### src/rtl/push_pkg.sv
// Shared types and defaults for the push-button debouncer.
// Contents:
//   push_rpt_e - per-channel auto-repeat state (idle / delay / repeat)
//   *Default   - default values for every push_debounce parameter
//   cnt_width  - bit width of a counter that runs 0..max_count-1 (never below 1)
package push_pkg;

  typedef enum logic [1:0] {
    StIdle,
    StDelay,
    StRepeat
  } push_rpt_e;

  localparam int unsigned NumButtons           = 4;
  localparam int unsigned TickDivDefault       = 2000;
  localparam int unsigned DebounceTicksDefault = 4;
  localparam int unsigned ActiveLowDefault     = 1;
  localparam int unsigned RepeatDelayDefault   = 150;
  localparam int unsigned RepeatRateDefault    = 50;

  function automatic int unsigned cnt_width(input int unsigned max_count);
    return (max_count > 1) ? $clog2(max_count) : 1;
  endfunction

endpackage

### src/rtl/push_debounce_chan.sv
// One debounced button channel.
// Optional feature: define PUSH_REPEAT_EN to add the auto-repeat FSM.
// Ports:
//   clk_i   - system clock
//   rst_i   - asynchronous active-high reset
//   raw_i   - raw button level, asynchronous to clk_i
//   tick_i  - shared one-cycle sample strobe
//   held_o  - debounced pressed state (1 = pressed)
//   press_o - one-cycle pulse per accepted press (and per repeat when enabled)
module push_debounce_chan
  import push_pkg::*;
#(
  parameter int unsigned DEBOUNCE_TICKS = DebounceTicksDefault,
  parameter int unsigned ACTIVE_LOW     = ActiveLowDefault
`ifdef PUSH_REPEAT_EN
  ,
  parameter int unsigned REPEAT_DELAY   = RepeatDelayDefault,
  parameter int unsigned REPEAT_RATE    = RepeatRateDefault
`endif
) (
  input  logic clk_i,
  input  logic rst_i,
  input  logic raw_i,
  input  logic tick_i,
  output logic held_o,
  output logic press_o
);

  // Raw level of a released button; the synchronizer resets here so leaving
  // reset never looks like a press.
  localparam logic RawReleased = (ACTIVE_LOW != 0) ? 1'b1 : 1'b0;

  localparam int unsigned    DcntW    = cnt_width(DEBOUNCE_TICKS);
  localparam logic [DcntW-1:0] DcntLast = DcntW'(DEBOUNCE_TICKS - 1);

  logic             sync1_q, sync2_q;
  logic             sample;
  logic [DcntW-1:0] dcnt_d, dcnt_q;
  logic             held_d, held_q;
  logic             press_d, press_q;
  logic             differ;
  logic             accept;
  logic             rise;
  logic             fall;

  // Normalize to pressed = 1.
  assign sample = sync2_q ^ RawReleased;
  assign differ = (sample != held_q);
  assign accept = tick_i && differ && (dcnt_q == DcntLast);
  assign rise   = accept && !held_q;
  assign fall   = accept && held_q;

  always_comb begin
    dcnt_d = dcnt_q;
    held_d = held_q;
    if (tick_i) begin
      if (!differ) begin
        dcnt_d = '0;
      end else if (dcnt_q == DcntLast) begin
        held_d = ~held_q;
        dcnt_d = '0;
      end else begin
        dcnt_d = dcnt_q + 1'b1;
      end
    end
  end

`ifdef PUSH_REPEAT_EN
  localparam int unsigned RcntMax = (REPEAT_DELAY > REPEAT_RATE) ? REPEAT_DELAY : REPEAT_RATE;
  localparam int unsigned RcntW   = cnt_width(RcntMax);
  localparam logic [RcntW-1:0] RcntDelayLast = RcntW'(REPEAT_DELAY - 1);
  localparam logic [RcntW-1:0] RcntRateLast  = RcntW'(REPEAT_RATE - 1);

  push_rpt_e        state_d, state_q;
  logic [RcntW-1:0] rcnt_d, rcnt_q;
  logic             rpt_pulse;

  // A falling HELD wins over any repeat due on the same tick.
  always_comb begin
    state_d   = state_q;
    rcnt_d    = rcnt_q;
    rpt_pulse = 1'b0;
    if (fall) begin
      state_d = StIdle;
      rcnt_d  = '0;
    end else if (rise) begin
      state_d = StDelay;
      rcnt_d  = '0;
    end else if (tick_i) begin
      unique case (state_q)
        StIdle: begin
          state_d = StIdle;
        end
        StDelay: begin
          if (rcnt_q == RcntDelayLast) begin
            rpt_pulse = 1'b1;
            state_d   = StRepeat;
            rcnt_d    = '0;
          end else begin
            rcnt_d = rcnt_q + 1'b1;
          end
        end
        StRepeat: begin
          if (rcnt_q == RcntRateLast) begin
            rpt_pulse = 1'b1;
            rcnt_d    = '0;
          end else begin
            rcnt_d = rcnt_q + 1'b1;
          end
        end
        default: begin
          state_d = StIdle;
          rcnt_d  = '0;
        end
      endcase
    end
  end

  assign press_d = rise | rpt_pulse;
`else
  assign press_d = rise;
`endif

  always_ff @(posedge clk_i or posedge rst_i) begin
    if (rst_i) begin
      sync1_q <= RawReleased;
      sync2_q <= RawReleased;
      dcnt_q  <= '0;
      held_q  <= 1'b0;
      press_q <= 1'b0;
`ifdef PUSH_REPEAT_EN
      state_q <= StIdle;
      rcnt_q  <= '0;
`endif
    end else begin
      sync1_q <= raw_i;
      sync2_q <= sync1_q;
      dcnt_q  <= dcnt_d;
      held_q  <= held_d;
      press_q <= press_d;
`ifdef PUSH_REPEAT_EN
      state_q <= state_d;
      rcnt_q  <= rcnt_d;
`endif
    end
  end

  assign held_o  = held_q;
  assign press_o = press_q;

endmodule

### src/rtl/push_debounce.sv
// Debounced input stage for the four paddle-game push buttons.
// Optional feature: define PUSH_REPEAT_EN for auto-repeat while a button is held.
// Ports:
//   CLK   - system clock
//   RST   - asynchronous active-high reset
//   PUSH  - raw button levels (4), asynchronous to CLK
//   HELD  - debounced pressed state (4), 1 = pressed
//   PRESS - one-cycle pulse per accepted press / repeat (4)
//   TICK  - one-cycle sample strobe every TICK_DIV cycles
module push_debounce
  import push_pkg::*;
#(
  parameter int unsigned TICK_DIV       = TickDivDefault,
  parameter int unsigned DEBOUNCE_TICKS = DebounceTicksDefault,
  parameter int unsigned ACTIVE_LOW     = ActiveLowDefault,
  parameter int unsigned REPEAT_DELAY   = RepeatDelayDefault,
  parameter int unsigned REPEAT_RATE    = RepeatRateDefault
) (
  input  logic                  CLK,
  input  logic                  RST,
  input  logic [NumButtons-1:0] PUSH,
  output logic [NumButtons-1:0] HELD,
  output logic [NumButtons-1:0] PRESS,
  output logic                  TICK
);

  localparam int unsigned      TcntW    = cnt_width(TICK_DIV);
  localparam logic [TcntW-1:0] TcntLast = TcntW'(TICK_DIV - 1);

  logic [TcntW-1:0] tcnt_d, tcnt_q;
  logic             tick;

  assign tick = (tcnt_q == TcntLast);

  always_comb begin
    tcnt_d = tcnt_q + 1'b1;
    if (tick) begin
      tcnt_d = '0;
    end
  end

  always_ff @(posedge CLK or posedge RST) begin
    if (RST) begin
      tcnt_q <= '0;
    end else begin
      tcnt_q <= tcnt_d;
    end
  end

  assign TICK = tick;

  for (genvar i = 0; i < NumButtons; i++) begin : g_chan
    push_debounce_chan #(
      .DEBOUNCE_TICKS (DEBOUNCE_TICKS),
      .ACTIVE_LOW     (ACTIVE_LOW)
`ifdef PUSH_REPEAT_EN
      ,
      .REPEAT_DELAY   (REPEAT_DELAY),
      .REPEAT_RATE    (REPEAT_RATE)
`endif
    ) u_chan (
      .clk_i   (CLK),
      .rst_i   (RST),
      .raw_i   (PUSH[i]),
      .tick_i  (tick),
      .held_o  (HELD[i]),
      .press_o (PRESS[i])
    );
  end

endmodule

### config.mk
export PLATFORM = sky130hd
export DESIGN_NAME = push_debounce
export DESIGN_NICKNAME = d
export VERILOG_FILES = /design/src/rtl/push_pkg.sv /design/src/rtl/push_debounce_chan.sv /design/src/rtl/push_debounce.sv
export SDC_FILE = /design/constraint.sdc
export NUM_CORES = 1
export LEC_CHECK = 0
export ABC_AREA = 1
export CORE_MARGIN = 10
export CORE_UTILIZATION = 30
export DETAILED_ROUTE_END_ITERATION = 8
export RECOVER_POWER = 100
export SLEW_MARGIN = 30
export SYNTH_ARGS = -nofsm -noshare
export SYNTH_HDL_FRONTEND = slang
export SYNTH_HIERARCHICAL = 1
export SYNTH_SLANG_ARGS = --single-unit
### constraint.sdc
create_clock -name CLK -period 1.42 [get_ports CLK]
set_clock_uncertainty 0.1 [all_clocks]
set_input_delay 0.213 -clock CLK [delete_from_list [all_inputs] [get_ports CLK]]
set_output_delay 0.213 -clock CLK [all_outputs]
set_load 0.02 [all_outputs]
==> results by group <==
Setup path
  • Slowest Stage Delay on Critical Path: 0.35 ns
  • Crit path max-delay family: flip-flops
  • WS Path Type: register to primary output
  • Cell breakdown of the critical path: ha_2 -> nand3_2 -> inv_2 -> nand3_4 -> inv_8 -> buf_6
  • Slowest CP cell: dfrtp_1
  • Crit path capture type: primary output
  • Crit Path Max Fanout: 2
  • CP Launch Type: register
  • Sum of buffers and inverters on the critical path: 3
  • CP Data Required Time: approximately 1.1 ns
  • Critical Path AT: 1.26 ns

Timing
  • RSZ-0062 raised after global routing: yes
  • Fin crit period: roughly 1.6 ns
  • Fin crit share: 111%
  • Final Hold Violating Endpoints: 0
  • Final setup vio count: 22
  • Final Worst Setup Slack: -0.157 ns
  • Post-route setup TNS: -1.32 ns
  • Worst Tran Pin Value: ~0.6 ns
  • Worst slew margin: 58.8%
  • FMAX: between 600 and 700 MHz
  • Slew Limit Fails: 0

CTS
  • Worst-Skew Late Latency: 0.28 ns
  • Clk sinks: 35
  • Worst-path clk slew: approximately 0.070 ns
  • CTS tree: done
  • H-tree Lvls: 2
  • CTS Hold Bufs: 0
  • Max Root-Sink Buffers: 2
  • Root Buffer: clkbuf_8
  • TritonCTS Buffers: 5

Floorplan
  • Die height: between 90 and 100 um
  • Site Rows: 26
  • Die X: 91.9 um
  • Die area: around 8400 sq um
  • Initial Util: between 30% and 40%
  • Io pins: 15
  • CORE AREA: 5040 sq um

Synth
  • Post-synth EDFFs: 0
  • Avg Cell Area, Syn: 9.33 sq um
  • Xor and xnor fraction of the mapped netlist area: 2.26%
  • Simple-gate share of the synthesized area: 26.0%
  • Share of the synthesized area in the top cell type: 43.6%
  • Synth area leaders: dfrtp_1 (44%), dfstp_2 (14%), nand2_1 (10%)
  • Largest family of logic cells by synthesized area: simple AND/OR/NAND/NOR gates
  • Synth unique cells: 17
  • Post-Synthesis Cells: between 150 and 200
  • Sequential-to-total area share from yosys stat: 57.2%
  • Synth top cells by count: nand2_1 (43), dfrtp_1 (27), inv_1 (22)
  • Area leader, netlist: dfrtp_1
  • Async S/R FF share, synth: 100%
  • Mux cell area share after synthesis: 0%
  • Ys Warns: 6
  • Synth Register Bits: 35
  • Syn nets: 177
  • Most numerous cell in the Yosys netlist: nand2_1
  • Post-Synth Adder-Cell Area: 4.04%
  • Cell Area, Synth: 1550 sq um
  • Top FF cell, synth: dfrtp_1
  • Synth Area in Compound Gates: around 3.6%

Placed design
  • DP Cell Count: 266
  • GP Congestion: 0.755
  • HPWL Detailed: 2070 um
  • # port buffers: 14

Routing
  • Overall routed net length: ~2700 um
  • DRC: 0
  • Vias per cell: 4.14
  • DR WL/cell: 9.63 um
  • Via count: 1,148
  • Drt pass-1 iters: 5
  • Detail Route Antenna Nets: 0
  • DR iter-0 viols: 26

GRT
  • Vias in the first global route: about 1,200
  • First-pass GRT wire length: 5020 um
  • Global route overflow: 0
  • GRT Util Overall: 7.08%
  • Pin count of the biggest net entering global routing: 25
  • Initial antenna violation count: 0

Outcome
  • Failing checks: negative setup slack
  • Status: finished, violations left

Layout
  • Sequential cell area: 886 sq um
  • Final Net Count: 217
  • Share of cells above drive strength 1: 23.7%
  • Antenna Cells: 0
  • Fin cells: 277
  • Multi-input gate area: 553 sq um
  • Syn-to-layout area delta: 30.0%
  • Final core utilization: around two fifths
  • Filler cells: 500

Flow run
  • Max-cap viol count: 0

Pwr
  • Pleak: 1.12 nW
  • Peak VDD IR: 0.687 mV
  • Pwr dens: 913 nW/um^2
  • Power Total: 0.00184 W

Min path
  • Hold crit path type: register to register
[final timing paths]
check	to	start	slack (ns)	depth (start not counted)
worst max-delay path	TICK	tcnt_q[1]	-0.16	6
worst min-delay path	g_chan[3].u_chan/sync2_q	g_chan[3].u_chan/sync1_q	0.25	0
worst max register to register	tcnt_q[10]	tcnt_q[1]	-0.11	9
worst min register to register	g_chan[3].u_chan/sync2_q	g_chan[3].u_chan/sync1_q	0.25	0
max in group asynchronous	tcnt_q[4]	RST	0.29	3
min in group asynchronous	g_chan[0].u_chan/press_o	RST	0.31	2
[layout by cell type (no fill, tap or decap)]
cell           instances
dlygate4sd2_1          8
inv_2                  5
a31o_1                 4
buf_6                  2
inv_8                  1
inv_1                 22
nand2_2                2
a21oi_1                4
nand2_1               43
ha_1                   4
ha_2                   1
buf_4                 17
dfrtp_1               27
nor2_1                18
nor2_2                 1
nand4_1                4
clkbuf_1               2
dlygate4sd3_1          5
clkbuf_8               7
dfstp_2                8
nand3_4                1
nand3_1               13
nand3_2                2
nor2_4                 2
xor2_1                 4
[per-stage QoR]
step	worst slack [ns]	hold WS [ns]	area [sq um]
6_report	-0.157	0.252	2010
3_3_place_gp	-0.366	0.246	1900
4_1_cts	-0.195	0.206	2000
5_1_grt	-0.219	0.257	2010
2_1_floorplan	-0.00518	-0.0975	1560
3_5_place_dp	-0.378	0.249	1900
[layout make-up]
| class | count | area share [%] |
|---|---|---|
| Sequential cell | 35 | 44.0 |
| Multi-Input combinational cell | 103 | 27.5 |
| Timing Repair Buffer | 33 | 13.6 |
| Inverter | 28 | 5.59 |
| Clock buffer | 8 | 4.97 |
| Tap cell | 70 | 4.35 |
[worst register-to-register path, cell delays in order (launching register included)]
cell and delay [ns]:
dfrtp_1 0.35, ha_2 0.19, nand3_2 0.08, inv_2 0.09, nand3_4 0.10, buf_4 0.15
buf_4 0.12, buf_4 0.14, nand2_1 0.06, nor2_1 0.04
[where the power goes]
group          internal [W]  switching, W
Sequential          0.00102    0.00000590
Clock              0.000442      0.000329
Combinational     0.0000140     0.0000295
Total               0.00147      0.000365
[kinds of logic after synthesis]
logic type	count (synthesis)
simple gates	86
compound gates	8
xor+xnor	4
buf+inv	28
fa+ha+maj	5
flops	35
[sequential cells by signal, indices dropped and copies added (netlist names)]
register,count
g_chan.u_chan/press_o,4
g_chan.u_chan/sync1_q,4
g_chan.u_chan/held_o,4
g_chan.u_chan/sync2_q,4
g_chan.u_chan/dcnt_q,8
tcnt_q,11
[per-layer routing]
layer	GRT usage, %	share of wire, %
met1	7.71	45
met2	11.8	47
met3	3.26	6.0
met4	2.70	1.5
met5	0	0
[repair_timing]
action                                  CTS  global route
endpoints found under the setup margin   29            26
pin swaps                                 2             1
resized for setup                        14             2
buffers inserted                          1             2
Note: power is estimated with default switching activity, not from simulation.
